$ cat src/rtl/thunderbolt_seq_ctrl.sv
// Thunderbolt attack sequencer: Pikachu pose, repeated L/M/S bolt draws with
// frame-delay holds between them, then a finish pulse (or abort on a stuck draw).
module thunderbolt_seq_ctrl #(
  parameter int DRAW_TIMEOUT = 20000,
  parameter int MAX_ROUNDS   = 4
) (
  input  logic clock,
  input  logic reset,
  input  logic start,
  input  logic done_tb_pika,
  input  logic done_L_tb,
  input  logic done_M_tb,
  input  logic done_S_tb,
  input  logic done_animate,
  input  logic done_tb,
  output logic enable_draw_tb_pika,
  output logic enable_draw_L_tb,
  output logic enable_draw_M_tb,
  output logic enable_draw_S_tb,
  output logic enable_animate,
  output logic plot,
  output logic busy,
  output logic finished,
  output logic timeout_err
);
  localparam int TW = $clog2(DRAW_TIMEOUT + 1);
  localparam int RW = $clog2(MAX_ROUNDS + 1);
  localparam logic [TW-1:0] TIMER_LAST = TW'(DRAW_TIMEOUT - 1);
  localparam logic [RW-1:0] ROUND_LAST = RW'(MAX_ROUNDS - 1);
  localparam logic [RW-1:0] ROUND_MAX  = RW'(MAX_ROUNDS);

  typedef enum logic [3:0] {
    IDLE, PIKA, HOLD_P, DRAW_L, HOLD_L, DRAW_M, HOLD_M, DRAW_S, HOLD_S, FINISH, ABORT
  } state_t;

  state_t        state_reg, state_next;
  logic [TW-1:0] timer_reg, timer_next;
  logic [RW-1:0] round_reg, round_next;
  logic          in_draw;
  logic          timer_expired;

  assign timer_expired = (timer_reg == TIMER_LAST);

  always_comb begin
    state_next = state_reg;
    round_next = round_reg;
    in_draw    = 1'b0;
    unique case (state_reg)
      IDLE: begin
        round_next = '0;
        if (start) state_next = PIKA;
      end
      PIKA: begin
        in_draw = 1'b1;
        if (done_tb_pika)       state_next = HOLD_P;
        else if (timer_expired) state_next = ABORT;
      end
      DRAW_L: begin
        in_draw = 1'b1;
        if (done_L_tb)          state_next = HOLD_L;
        else if (timer_expired) state_next = ABORT;
      end
      DRAW_M: begin
        in_draw = 1'b1;
        if (done_M_tb)          state_next = HOLD_M;
        else if (timer_expired) state_next = ABORT;
      end
      DRAW_S: begin
        in_draw = 1'b1;
        if (done_S_tb)          state_next = HOLD_S;
        else if (timer_expired) state_next = ABORT;
      end
      HOLD_P: begin
        if (done_tb)           state_next = FINISH;
        else if (done_animate) state_next = DRAW_L;
      end
      HOLD_L: begin
        if (done_tb)           state_next = FINISH;
        else if (done_animate) state_next = DRAW_M;
      end
      HOLD_M: begin
        if (done_tb)           state_next = FINISH;
        else if (done_animate) state_next = DRAW_S;
      end
      HOLD_S: begin
        if (done_tb) begin
          state_next = FINISH;
        end else if (done_animate) begin
          // The round just completed is counted before deciding whether to loop.
          state_next = (round_reg >= ROUND_LAST) ? FINISH : DRAW_L;
          if (round_reg != ROUND_MAX) round_next = round_reg + 1'b1;
        end
      end
      FINISH:  state_next = IDLE;
      ABORT:   state_next = IDLE;
      default: state_next = IDLE;
    endcase
  end

  // Every draw state is entered from a different state, so the timer starts at 0.
  assign timer_next = (in_draw && state_next == state_reg) ? timer_reg + 1'b1 : '0;

  always_ff @(posedge clock) begin
    if (reset) begin
      state_reg           <= IDLE;
      timer_reg           <= '0;
      round_reg           <= '0;
      enable_draw_tb_pika <= 1'b0;
      enable_draw_L_tb    <= 1'b0;
      enable_draw_M_tb    <= 1'b0;
      enable_draw_S_tb    <= 1'b0;
      enable_animate      <= 1'b0;
      busy                <= 1'b0;
      finished            <= 1'b0;
      timeout_err         <= 1'b0;
    end else begin
      state_reg           <= state_next;
      timer_reg           <= timer_next;
      round_reg           <= round_next;
      enable_draw_tb_pika <= (state_next == PIKA);
      enable_draw_L_tb    <= (state_next == DRAW_L);
      enable_draw_M_tb    <= (state_next == DRAW_M);
      enable_draw_S_tb    <= (state_next == DRAW_S);
      enable_animate      <= (state_next == HOLD_P) || (state_next == HOLD_L) ||
                             (state_next == HOLD_M) || (state_next == HOLD_S);
      busy                <= (state_next != IDLE);
      finished            <= (state_next == FINISH);
      if (state_next == ABORT)
        timeout_err <= 1'b1;
      else if (state_reg == IDLE && start)
        timeout_err <= 1'b0;
    end
  end

  assign plot = enable_draw_tb_pika | enable_draw_L_tb | enable_draw_M_tb | enable_draw_S_tb;

endmodule

$ cat config.mk
export PLATFORM = sky130hd
export DESIGN_NAME = thunderbolt_seq_ctrl
export DESIGN_NICKNAME = d
export VERILOG_FILES = /design/src/rtl/thunderbolt_seq_ctrl.sv
export SDC_FILE = /design/constraint.sdc
export NUM_CORES = 1
export LEC_CHECK = 0
export ABC_AREA = 1
export BUFFER_PORTS_ARGS = -buffer_cell sky130_fd_sc_hd__buf_2
export CAP_MARGIN = 20
export CORE_AREA = 10 10 84 86
export CTS_BUF_LIST = sky130_fd_sc_hd__clkbuf_4 sky130_fd_sc_hd__clkbuf_8 sky130_fd_sc_hd__clkbuf_16
export DETAILED_ROUTE_END_ITERATION = 12
export DIE_AREA = 0 0 94 96
export PLACE_DENSITY = 0.49
export SYNTH_ARGS = -nofsm -noshare
export SYNTH_HDL_FRONTEND = slang
export SYNTH_SLANG_ARGS = --single-unit
$ cat constraint.sdc
create_clock -name clock -period 2.6 [get_ports clock]
set_input_delay 0.65 -clock clock [delete_from_list [all_inputs] [get_ports clock]]
set_output_delay 0.65 -clock clock [all_outputs]
set_load 0.01 [all_outputs]
* Word-level counts from Yosys, hierarchy flattened
Index checks and enable logic that the tools add are counted.
** Cells by class
- Muxes and demuxes :: 23
- Reduce and logical (&&, ||, !) cells :: 12
- Equality and inequality tests :: 24
- Order comparisons :: 1
- Bitwise operators :: 4
- Add/subtract/negate cells :: 2
** Operators by type and width (number)
- 2-to-1 mux 4 bit :: 15
- case mux 4 bit (9 select lines) :: 1
- == test 4 x 3 -> 1 bit, second input constant :: 8
- == test 4 x 2 -> 1 bit, second input constant :: 4
- == test 4 bit, second input constant :: 4
- adder 15 x 1 -> 15 bit, second input constant :: 1
- == test 15 bit, second input constant :: 1
- 2-to-1 mux 3 bit :: 3
- == test 4 x 1 -> 1 bit, second input constant :: 2
- != test 2 bit, second input constant :: 3
- case mux 3 bit (2 select lines) :: 1
- == test 4 bit :: 1
- logical NOT 4 bit :: 1
- AND reduction 4 bit :: 1
- nonzero test 2 bit :: 2
- nonzero test 4 bit :: 1
- OR reduction 4 bit :: 1
- adder 3 x 1 -> 3 bit, second input constant :: 1
- greater-or-equal comparator 3 x 2 -> 1 bit, second input constant :: 1
- logical OR 1 bit :: 3
- 2-to-1 mux 1 bit :: 3
- != test 3 bit, second input constant :: 1
- bitwise OR 1 bit :: 3
- logical AND 1 bit :: 2
- 2 further kinds :: 2
** Storage, ports and cells
- Input port bits :: 9
- Word-level logic and storage cells :: 77
- Output and inout port bits :: 9
- Bits in registers :: 30

* Depth between registers and ports, before layout
- Word-level depth :: 9
- Gate-level depth with buffers :: 13
- Mapped depth without buffers :: 13

* Worst setup path after synthesis
OpenSTA, ideal clock, no wires.
- Kind :: flip-flop to flip-flop
- From :: reg timer_reg[0]
- To :: reg enable_animate
- Period minus slack after synthesis :: 1.592 ns
- Cell stages (with the launch flop) :: 13
- Slack :: 1.008 ns
- Data arrival time :: 1.457 ns
- Required time :: 2.465 ns
- Cells stage by stage :: dfxtp_1 ha_1 nand2_1 inv_1 nand2_1 nor2_1 nand2_1 nand2_1 nand2_1 a21oi_1 nand2_1 nand2_1 a21oi_1
** On the way
- Word-level cells in the longest chain between the ends :: 8
- Elaborated cells between the ends (all ways) :: 14
** RTL lines
- from (decl) :: RTL line 37 : logic [TW-1:0] timer_reg, timer_next;
- from (signal assigned) :: RTL line 118 : timer_reg <= timer_next;
- == test 15 bit (*) :: RTL line 42 : assign timer_expired = (timer_reg == TIMER_LAST);
- 2-to-1 mux 4 bit (*)
- 2-to-1 mux 4 bit (on tied branches)
- case mux 4 bit (9 select lines) (*) :: RTL line 48 : unique case (state_reg)
- == test 4 x 2 -> 1 bit or == test 4 x 3 -> 1 bit (tied branches) :: RTL line 124 : enable_animate <= (state_next == HOLD_P) || (state_next == HOLD_L) ||
- logical OR 1 bit (2 in a row) :: RTL line 124
- logical OR 1 bit (*) :: RTL line 125 : (state_next == HOLD_M) || (state_next == HOLD_S);
- to (signal assigned) :: RTL line 124
- to (decl) :: RTL line 20 : output logic enable_animate,
Every way passes the cells marked *; elsewhere a longest branch is shown, timed or not.
A chain may end at the register's enable or synchronous reset.

* Worst setup path after layout
- From :: reg enable_draw_L_tb
- To :: out plot
** On the way
- Word-level cells in the longest chain between the ends :: 3
** RTL lines
- from (decl) :: RTL line 17 : output logic enable_draw_L_tb,
- from (signal assigned) :: RTL line 121 : enable_draw_L_tb <= (state_next == DRAW_L);
- bitwise OR 1 bit (3 in a row) :: RTL line 135 : assign plot = enable_draw_tb_pika | enable_draw_L_tb | enable_draw_M_tb | enable_draw_S_tb;
- to (decl) :: RTL line 21 : output logic plot,
No other way between the ends.

==> flow_summary_export.csv <==
group,metric,value,unit
timing,timing.final.crit_share,72.19,%
setup_path,cp.arrival,1.23,ns
cells_and_area,postLayoutCellArea,0.001856,sq mm
timing,timing.hold.ws,0.4499,ns
setup_path,start_kind,"flop",
routing,viasPerCell,4.384,
place,dpl.hpwl,2728,um
cts,clock_latency,0.27,ns
cts,clk_pin_slew,0.06,ns
global_route,antenna_found_initial,0,
cts,root_buffer,"clkbuf_8",
timing,rsz0062_at_grt,"false",
timing,setup_viol,0,
cells_and_area,largest_reg_flops,15,
global_route,track_usage,8.143,%
place,gp_congestion,0.8413,
cells_and_area,multi_input_area,835.8,sq um
cts,cts_tree,"done",
cts,cts_setup_buffers,0,
yosys,avgSynthCellArea,6.525,sq um
routing,vias,1473,
flow_run,cap_violations,0,
cts,ctsHoldBuffers,0,
timing,clock_skew,0.007117,ns
outcome,outcome,"finished, final reports clean",
cts,cts_buffer_depth,2,
cells_and_area,syn2layout_area_growth,17.51,%
cells_and_area,seq_area,600.6,sq um
yosys,async_flop_share,0,%
routing,drc,0,
floorplan,ios,18,
timing,fmax,532.8,MHz
floorplan,die_h,96,um
cells_and_area,stdcell_count,336,
pwr,ir_drop,0.4427,mV
cts,cts_made_buffers,5,
yosys,ys_types,29,
routing,drt_first_iter_violations,114,
floorplan,die_area,0.009024,sq mm
timing,final.setup.worst_slack,0.7231,ns
pwr,p_sw,0.2031,mW
timing,tns,0,ns
pwr,power,0.9943,mW
cells_and_area,diodes,0,
place,dp.cells,329,
yosys,synth_top_area_share,38.03,%
setup_path,crit_path_top_delay_cell,"or4_1",
global_route,first_global_vias,1372,
yosys,yosysTopAreaCell,"dfxtp_1",
pwr,combPwrFrac,5.8,%
setup_path,critPathKind,"reg2out",
timing,relSlewSlack,67.12,%
cells_and_area,fill_cells,622,
setup_path,cp-end-kind,"output port",
cts,cts_resized,0,
routing,avgRoutedWirePerCell,10.40,um
yosys,synthFlopType,"dfxtp_1",
pwr,p_leak,0.8244,nW
floorplan,core,0.005405,sq mm
floorplan,row_count,27,
pwr,powerDensity,535.8,mW/mm^2
global_route,gr-total-overflow,0,
place,pre_cts_ws,0.6283,ns
setup_path,crit_chain,"or4_1, buf_2",
yosys,synth_seq_cells,30,
timing,tightest_slew,0.4887,ns
floorplan,die_x,94,um
global_route,grt_max_degree,16,
cts,cts_sinks,30,
hold_path,min_path_cells,1,
routing,ant_nets,0,
routing,routed_wl,3495,um
pwr,seqPwrFrac,47.1,%
yosys,synthTopCellsByArea,"dfxtp_1 38%, nand2_1 16%, nor2_1 9.5%",
cells_and_area,layout-drive-gt1-share,12.88,%
timing,hold_viol_final,0,
yosys,synth_commonest_cells,"67 x nand2_1, 40 x nor2_1, 33 x inv_1",
pwr,p_int,0.7911,mW
yosys,syn_area,0.001579,sq mm
setup_path,rrSetupSlack,0.73,ns
setup_path,cpPeakStageDelay,0.50,ns
hold_path,hold_class,"reg2reg",
yosys,synth_edf_count,0,
setup_path,worst_r2r_path_depth,10,
yosys,syn_inst,242,
pwr,swShare,20.43,%
yosys,ys_seq_area_share,38.03,%
timing,slew_violations,0,
cells_and_area,nets,277,
cells_and_area,fin_util,34.33,%
setup_path,path_depth,2,
setup_path,worstPathMaxFanout,2,
yosys,ys_warn_count,0,
global_route,grt_pass1_wl,6037,um
pwr,pwr-share-clk,47.2,%
place,io_buffer_count,17,
setup_path,path_buf_inv,1,
cts,htreeDepth,2,
routing,first_pass_iters,5,
yosys,synth.most_common_cell,"nand2_1",
timing,post-route-min-period,1.877,ns
floorplan,initial_core_util,29.21,%
setup_path,crit_required,1.95,ns
place,dpl_cell_area,0.001743,sq mm
setup_path,critical_path.top_delay_family,"simple AND/OR/NAND/NOR gates",
yosys,synthesis.nets,255,
==> worst paths after layout <==
check / startpoint / end
max: enable_draw_L_tb / plot
min: timer_reg[0] / timer_reg[0]
min reg2reg: timer_reg[0] / timer_reg[0]
max reg2reg: timer_reg[0] / timer_reg[8]
==> cells in the final DEF (no fill, tap or decap), drive strengths merged <==
cell,Yosys,routed
a22oi,1,1
o21ai,6,6
nor3,5,5
nand3,22,22
xor2,2,2
bufinv,0,1
nand2,67,67
a221oi,1,1
xnor2,1,1
nand3b,1,1
and3,1,1
nand4,2,2
or2,1,1
nor4,1,1
clkbuf,1,6
a21oi,11,11
a31oi,1,1
or4,1,1
dfxtp,30,30
nor2,46,46
nor3b,1,1
ha,4,4
inv,35,35
buf,1,17
==> cell type report <==
type,count,share of cell area (%)
multi-input cells,175,45.04
flip-flops and latches,30,32.37
repair buffers,17,4.585
well taps,72,4.855
clock inverters,1,1.618
clock buffers,6,4.450
inverters,35,7.080
==> power groups by stage <==
| stage | combinational (mW) | clock (mW) | sequential [mW] |
|---|---|---|---|
| floorplan | 0.0371 | 0 | 0.479 |
| global placement | 0.0585 | 0 | 0.478 |
| detailed placement | 0.0574 | 0 | 0.478 |
| CTS | 0.0577 | 0.487 | 0.468 |
| global route | 0.0655 | 0.500 | 0.468 |
| finish | 0.0573 | 0.469 | 0.468 |
==> per-layer routing <==
metal	track usage [%]	up-vias	wire, um
met3	1.634	5	86
met5	0	-	0
met4	4.177	0	62
met1	10.58	642	1844
met2	12.50	22	1502
li1	-	804	-
==> kinds of logic after synthesis <==
kind of cell / count (synthesis) / synth area share (%)
buffers and inverters: 37 / 9.033
xor gates and xnor gates: 3 / 1.664
DFF: 30 / 38.04
AOI/OAI and AO/OA: 20 / 7.053
and+or+nand+nor: 148 / 41.05
adders and majority gates: 4 / 3.170
(Power assumes the default switching activity.)
